`src/rtl/sprite_ram_writer_if.sv`:
```
// Pixel stream in and sprite RAM write port out of the sprite sheet loader.
interface sprite_ram_writer_if;
  logic [11:0] pix_data;
  logic        pix_valid;
  logic        pix_ready;
  logic        wr_en;
  logic [31:0] wr_addr;
  logic [11:0] wr_data;

  // Master feeds pixels and observes the RAM write port; slave is the writer.
  modport master (
    output pix_data, pix_valid,
    input  pix_ready, wr_en, wr_addr, wr_data
  );

  modport slave (
    input  pix_data, pix_valid,
    output pix_ready, wr_en, wr_addr, wr_data
  );
endinterface

```
`src/rtl/sprite_ram_writer.sv`:
```
// Loads one raster-ordered sprite frame from a pixel stream into the sprite
// sheet RAM at the frame position selected by row/column.
module sprite_ram_writer #(
  parameter int unsigned SPRITE_COLS = 34,
  parameter int unsigned SPRITE_ROWS = 34,
  parameter int unsigned FRAME_COLS  = 3,
  parameter int unsigned FRAME_ROWS  = 8
) (
  input  logic                clk,
  input  logic                reset,
  input  logic                start,
  input  logic [2:0]          frame_row_sel,
  input  logic [1:0]          frame_col_sel,
  input  logic                abort,
  sprite_ram_writer_if.slave  bus,
  output logic                busy,
  output logic                done,
  output logic                err
);

  localparam int unsigned MEM_COLS       = SPRITE_COLS * FRAME_COLS;
  localparam int unsigned FRAME_ROW_SIZE = MEM_COLS * SPRITE_ROWS;
  localparam int unsigned XW             = (SPRITE_COLS > 1) ? $clog2(SPRITE_COLS) : 1;
  localparam int unsigned YW             = (SPRITE_ROWS > 1) ? $clog2(SPRITE_ROWS) : 1;

  typedef enum logic [1:0] {
    IDLE = 2'd0,
    LOAD = 2'd1,
    DONE = 2'd2
  } state_t;

  state_t        state;
  logic [XW-1:0] x;
  logic [YW-1:0] y;
  logic [31:0]   base_addr;
  logic [31:0]   row_addr;
  logic [31:0]   row_sel_ext;
  logic [31:0]   col_sel_ext;
  logic          sel_ok;
  logic          last_x;
  logic          last_y;

  assign row_sel_ext = 32'(frame_row_sel);
  assign col_sel_ext = 32'(frame_col_sel);
  assign sel_ok      = (row_sel_ext < FRAME_ROWS) && (col_sel_ext < FRAME_COLS);
  assign last_x      = (x == XW'(SPRITE_COLS - 1));
  assign last_y      = (y == YW'(SPRITE_ROWS - 1));

  // Frame origin is latched once at start; the row offset advances by
  // MEM_COLS per sprite row so no multiplier sits in the per-pixel path.
  always_ff @(posedge clk or negedge reset) begin
    if (!reset) begin
      state         <= IDLE;
      x             <= '0;
      y             <= '0;
      base_addr     <= '0;
      row_addr      <= '0;
      bus.pix_ready <= 1'b0;
      bus.wr_en     <= 1'b0;
      bus.wr_addr   <= '0;
      bus.wr_data   <= '0;
      busy          <= 1'b0;
      done          <= 1'b0;
      err           <= 1'b0;
    end else begin
      bus.wr_en <= 1'b0;
      done      <= 1'b0;
      err       <= 1'b0;
      case (state)
        IDLE: begin
          if (start) begin
            if (sel_ok) begin
              state         <= LOAD;
              base_addr     <= row_sel_ext * FRAME_ROW_SIZE + col_sel_ext * SPRITE_COLS;
              row_addr      <= '0;
              x             <= '0;
              y             <= '0;
              busy          <= 1'b1;
              bus.pix_ready <= 1'b1;
            end else begin
              err <= 1'b1;
            end
          end
        end
        LOAD: begin
          if (abort) begin
            state         <= IDLE;
            busy          <= 1'b0;
            bus.pix_ready <= 1'b0;
          end else if (bus.pix_valid) begin
            bus.wr_en   <= 1'b1;
            bus.wr_addr <= base_addr + row_addr + 32'(x);
            bus.wr_data <= bus.pix_data;
            if (last_x) begin
              x <= '0;
              if (last_y) begin
                state         <= DONE;
                bus.pix_ready <= 1'b0;
                done          <= 1'b1;
              end else begin
                y        <= y + YW'(1);
                row_addr <= row_addr + MEM_COLS;
              end
            end else begin
              x <= x + XW'(1);
            end
          end
        end
        DONE: begin
          state <= IDLE;
          busy  <= 1'b0;
        end
        default: begin
          state <= IDLE;
          busy  <= 1'b0;
        end
      endcase
    end
  end

endmodule

```
`src/flat_wrapper.sv`:
```
// flat-port wrapper written by rule: the top's interface ports become plain ports
module sprite_ram_writer_flat 
#(
  parameter int unsigned SPRITE_COLS = 34,
  parameter int unsigned SPRITE_ROWS = 34,
  parameter int unsigned FRAME_COLS  = 3,
  parameter int unsigned FRAME_ROWS  = 8
)
  (clk, reset, start, frame_row_sel, frame_col_sel, abort, busy, done, err, bus_pix_data, bus_pix_valid, bus_pix_ready, bus_wr_en, bus_wr_addr, bus_wr_data);
  sprite_ram_writer_if bus_i ();
  input  logic clk;
  input  logic reset;
  input  logic start;
  input  logic [2:0] frame_row_sel;
  input  logic [1:0] frame_col_sel;
  input  logic abort;
  output logic busy;
  output logic done;
  output logic err;
  input wire logic [$bits(bus_i.pix_data)-1:0] bus_pix_data;
  input wire logic [$bits(bus_i.pix_valid)-1:0] bus_pix_valid;
  output wire logic [$bits(bus_i.pix_ready)-1:0] bus_pix_ready;
  output wire logic [$bits(bus_i.wr_en)-1:0] bus_wr_en;
  output wire logic [$bits(bus_i.wr_addr)-1:0] bus_wr_addr;
  output wire logic [$bits(bus_i.wr_data)-1:0] bus_wr_data;
  assign bus_i.pix_data = bus_pix_data;
  assign bus_i.pix_valid = bus_pix_valid;
  assign bus_pix_ready = bus_i.pix_ready;
  assign bus_wr_en = bus_i.wr_en;
  assign bus_wr_addr = bus_i.wr_addr;
  assign bus_wr_data = bus_i.wr_data;
  sprite_ram_writer #(.SPRITE_COLS(SPRITE_COLS), .SPRITE_ROWS(SPRITE_ROWS), .FRAME_COLS(FRAME_COLS), .FRAME_ROWS(FRAME_ROWS)) u_core (.clk(clk), .reset(reset), .start(start), .frame_row_sel(frame_row_sel), .frame_col_sel(frame_col_sel), .abort(abort), .bus(bus_i), .busy(busy), .done(done), .err(err));
endmodule
```
`config.mk`:
```
export PLATFORM = sky130hd
export DESIGN_NAME = sprite_ram_writer_flat
export DESIGN_NICKNAME = d
export VERILOG_FILES = /design/src/rtl/sprite_ram_writer_if.sv /design/src/rtl/sprite_ram_writer.sv /design/src/flat_wrapper.sv
export SDC_FILE = /design/constraint.sdc
export NUM_CORES = 1
export LEC_CHECK = 0
export ABC_AREA = 1
export BUFFER_PORTS_ARGS = -buffer_cell sky130_fd_sc_hd__buf_2
export CORE_MARGIN = 3
export CORE_UTILIZATION = 25
export DETAILED_ROUTE_END_ITERATION = 8
export HOLD_SLACK_MARGIN = 0.05
export PLACE_DENSITY = 0.53
export SKIP_LAST_GASP = 1
export SLEW_MARGIN = 20
export SYNTH_ARGS = -nofsm -noshare
export SYNTH_HDL_FRONTEND = slang
export SYNTH_SLANG_ARGS = --single-unit
```
`constraint.sdc`:
```
create_clock -name clk -period 2.3 [get_ports clk]
set_clock_uncertainty 0.15 [all_clocks]
set_input_delay 0.115 -clock clk [delete_from_list [all_inputs] [get_ports clk]]
set_output_delay 0.115 -clock clk [all_outputs]
set_load 0.02 [all_outputs]
```
==> impl_metrics.json <==
{
  "clkTransAtPathRegs_ps": 80,
  "antenna_found_initial": 0,
  "core-area_um2": 28900,
  "status": "finished, violations left",
  "slew_viol_final": 0,
  "regToRegSetupSlack_ps": -120,
  "cts-htree-levels": 3,
  "overflow": 0,
  "cts_made_buffers": 9,
  "muxShareOfSynthArea_pct": 0,
  "cp_top_family": "adder cells",
  "drv_cap": 0,
  "crit_buf_inv": 2,
  "p_sw_mw": 4.82,
  "critPathArrivalTime_ps": 2500,
  "syn_nets": 1133,
  "drtAntennaViolNets": 0,
  "cp-end-kind": "flip-flop",
  "grt_first_pass_wirelength_um": 38100,
  "synth_cells": 1059,
  "grt_pass1_vias": 7225,
  "tritoncts": "built",
  "worst_pin_slew_ps": 562,
  "root_buffer": "clkbuf_16",
  "nNetsFinal": 1319,
  "port_buffers": 70,
  "start_kind": "flip-flop",
  "nFillCells": 3035,
  "hold_class": "input pin to flip-flop",
  "drive_above_1_share_pct": 25.0,
  "die-area_um2": 31700,
  "fin_ws_ps": -117,
  "cts.sinks": 109,
  "hpwlAfterDp_um": 17900,
  "max_freq_mhz": 414,
  "slowest_delay_ps": 520,
  "combPwrFrac_pct": 58.3,
  "drtIter0Drc": 353,
  "hold_viol": 0,
  "setup_viol": 15,
  "cts_buffer_depth": 2,
  "cellPowerDensity_nw_per_um2": 1060,
  "ir_worst_vdd_uv": 430,
  "hold_start": "frame_row_sel[0]",
  "finalWeightedCongestion": 0.914,
  "drt-total-wl_um": 23500,
  "final_cells": 1634,
  "grt_max_degree": 40,
  "drcViolationCount": 0,
  "relSlewSlack_pct": 62.5,
  "vias_per_cell": 4.53,
  "violations": "setup timing",
  "clockPowerShare_pct": 14.3,
  "ioPinCount": 71,
  "period_share_pct": 105,
  "synth_seq_area_share_pct": 36.9,
  "synth-xor-area-share_pct": 2.96,
  "rsz0062_at_grt": "true",
  "dr.pass1.iters": 5,
  "area_growth_pct": 37.4,
  "p_int_mw": 5.97,
  "final_area_um2": 10200,
  "synth_cell_types": 39,
  "crit_fanout": 4,
  "grt_use_total_pct": 15.3,
  "row_count": 62,
  "p_leak_nw": 5.29,
  "dp_slack_ps": -237,
  "dp.cells": 1591,
  "n_antenna_cell": 0,
  "hold_end": "u_core.base_addr[2]",
  "ys_ff_latch": 109,
  "final_cell_mix": "342 x nand2_1, 125 x inv_1, 107 x dfrtp_1, 97 x buf_4, 74 x nor2_1",
  "vias": 7405,
  "synth_area_per_cell_um2": 6.98,
  "cpMaxStageDelayCell": "fa_1",
  "r2r_cells": 10,
  "p_seq_share_pct": 27.4,
  "crit_chain": "fa_1 > fa_2 > nand3_2 > nand3_4 > buf_4 > nand3_4 > nand3_4 > buf_6 > xnor2_2 > o21ai_1",
  "reg2reg_from": "u_core.row_addr[2]",
  "min_delay_path_depth": 5,
  "drt-wirelength-per-cell_um": 14.4,
  "fp.dieW_um": 178,
  "synth_fa_ha_area_share_pct": 9.51,
  "synth_compound_area_share_pct": 7.06,
  "worstPathRequired_ps": 2380,
  "netlist_area_um2": 7390,
  "clock_latency_ps": 360,
  "min_period_ps": 2420,
  "synth_warnings": 0,
  "synth-simple-area-share_pct": 35.5,
  "die_y_um": 178,
  "worstReg2RegEnd": "u_core.bus.wr_addr[13]",
  "start_util_pct": 25.6,
  "placed_area_um2": 8950,
  "swShare_pct": 44.7,
  "synth_top_family_by_area": "simple AND/OR/NAND/NOR gates",
  "critPathKind": "flip-flop to flip-flop",
  "final_common_cell": "nand2_1",
  "crit_top_cell": "nand3_4",
  "finish.utilization_pct": 35.1
}
synthesized netlist by cell type:
cell	number	share of area, %
ha_1	45	7.6
nand3b_1	2	0.20
buf_6	1	0.15
nand2_2	2	0.17
clkbuf_1	13	0.66
a22oi_1	1	0.10
or2_2	6	0.51
inv_2	1	0.051
nand2_1	377	19
nand4_1	27	2.3
o31ai_1	3	0.30
nor4_1	1	0.085
nor3b_1	2	0.20
dfrtp_1	109	37
o21ai_0	47	3.2
buf_4	3	0.30
nand2_4	2	0.30
o21bai_1	2	0.20
nor2_1	85	4.3
and2_1	1	0.085
buf_1	1	0.051
nor2_2	1	0.085
xor2_1	8	0.95
buf_2	4	0.27
fa_1	7	1.9
conb_1	1	0.051
o22ai_1	3	0.25
and3_1	2	0.17
nand3_1	93	6.3
nor2_8	1	0.27
o21ai_1	7	0.47
a21oi_1	31	2.1
nor3_1	18	1.2
inv_1	128	6.5
o21a_1	1	0.10
xnor2_1	17	2.0
clkinv_1	1	0.051
nor2_4	1	0.15
a31oi_1	4	0.34
through the flow:
step                      TNS [ps]  hold slack (ps)  power [mW]
final                         -817              110        10.8
after global routing         -3880              169        11.7
after CTS                     -598              114        10.3
after detailed placement     -4430            -3.41        8.15
after global placement       -3530            -1.45        8.14
after floorplan              -34.4             -331        5.99
tightest hold or removal path, cell delays in order:
cell	delay [ps]
buf_2	90
buf_4	130
ha_1	140
nand2_1	60
nand2_1	50
power groups by stage:
stage | clock network [mW] | logic [mW] | registers [mW]
finish | 1.54 | 6.30 | 2.96
global route | 1.68 | 6.96 | 3.04
CTS | 1.61 | 5.70 | 2.95
detailed placement | 0 | 5.17 | 2.98
global placement | 0 | 5.17 | 2.97
floorplan | 0 | 2.67 | 3.32
sequential cells by signal (all words and copies together) (netlist names):
register and count:
u_core.base_addr 15, u_core.bus.pix_ready 1, u_core.bus.wr_addr 32, u_core.bus.wr_data 12
u_core.bus.wr_en 1, u_core.busy 1, u_core.done 1, u_core.err 1
u_core.row_addr 31, u_core.state 2, u_core.x 6, u_core.y 6
kinds of logic (layout without fill, tap and decap cells):
| family | Yosys count | after routing |
|---|---|---|
| simple gates | 621 | 621 |
| other cells | 1 | 1 |
| fa+ha+maj | 52 | 52 |
| compound gates | 99 | 99 |
| flops | 109 | 109 |
| buf+inv | 152 | 343 |
| xor+xnor | 25 | 25 |
area by class of cell:
class | count | area [um2] | area share [%]
Tap cell | 384 | 480 | 4.73
Timing Repair Buffer | 197 | 1430 | 14.1
Clock inverter | 6 | 46.3 | 0.456
Sequential cell | 109 | 2730 | 26.9
Clock buffer | 10 | 229 | 2.25
Inverter | 130 | 492 | 4.84
Multi-Input combinational cell | 798 | 4750 | 46.7
worst max path at each step:
stage	to	slack, ps	cells after the start	from
2_1_floorplan	u_core.bus.wr_addr[26]	-30	13	u_core.row_addr[3]
3_3_place_gp	u_core.bus.wr_addr[13]	-210	9	u_core.base_addr[2]
3_5_place_dp	u_core.bus.wr_addr[13]	-240	9	u_core.base_addr[2]
4_1_cts	u_core.bus.wr_addr[31]	-80	13	u_core.row_addr[2]
5_1_grt	u_core.bus.wr_addr[31]	-260	16	u_core.row_addr[12]
6_report	u_core.bus.wr_addr[13]	-120	10	u_core.row_addr[2]
metal layers:
metal | vias to the layer above | GRT usage (%) | part of all wire (%)
li1 | 3766 | - | -
met1 | 3498 | 21.1 | 48
met2 | 123 | 25.1 | 47
met3 | 18 | 2.13 | 3.3
met4 | 0 | 3.73 | 1.5
met5 | - | 0 | 0
repair_timing:
item                                   4_1_cts  5_1_grt
buffers inserted                             2        6
endpoints found under the hold margin      101        0
pin swaps                                   17       21
gates resized for setup                     60       85
setup endpoints to repair                   26       30
hold buffers                                20        0
Power figures use the tool's default switching activity.
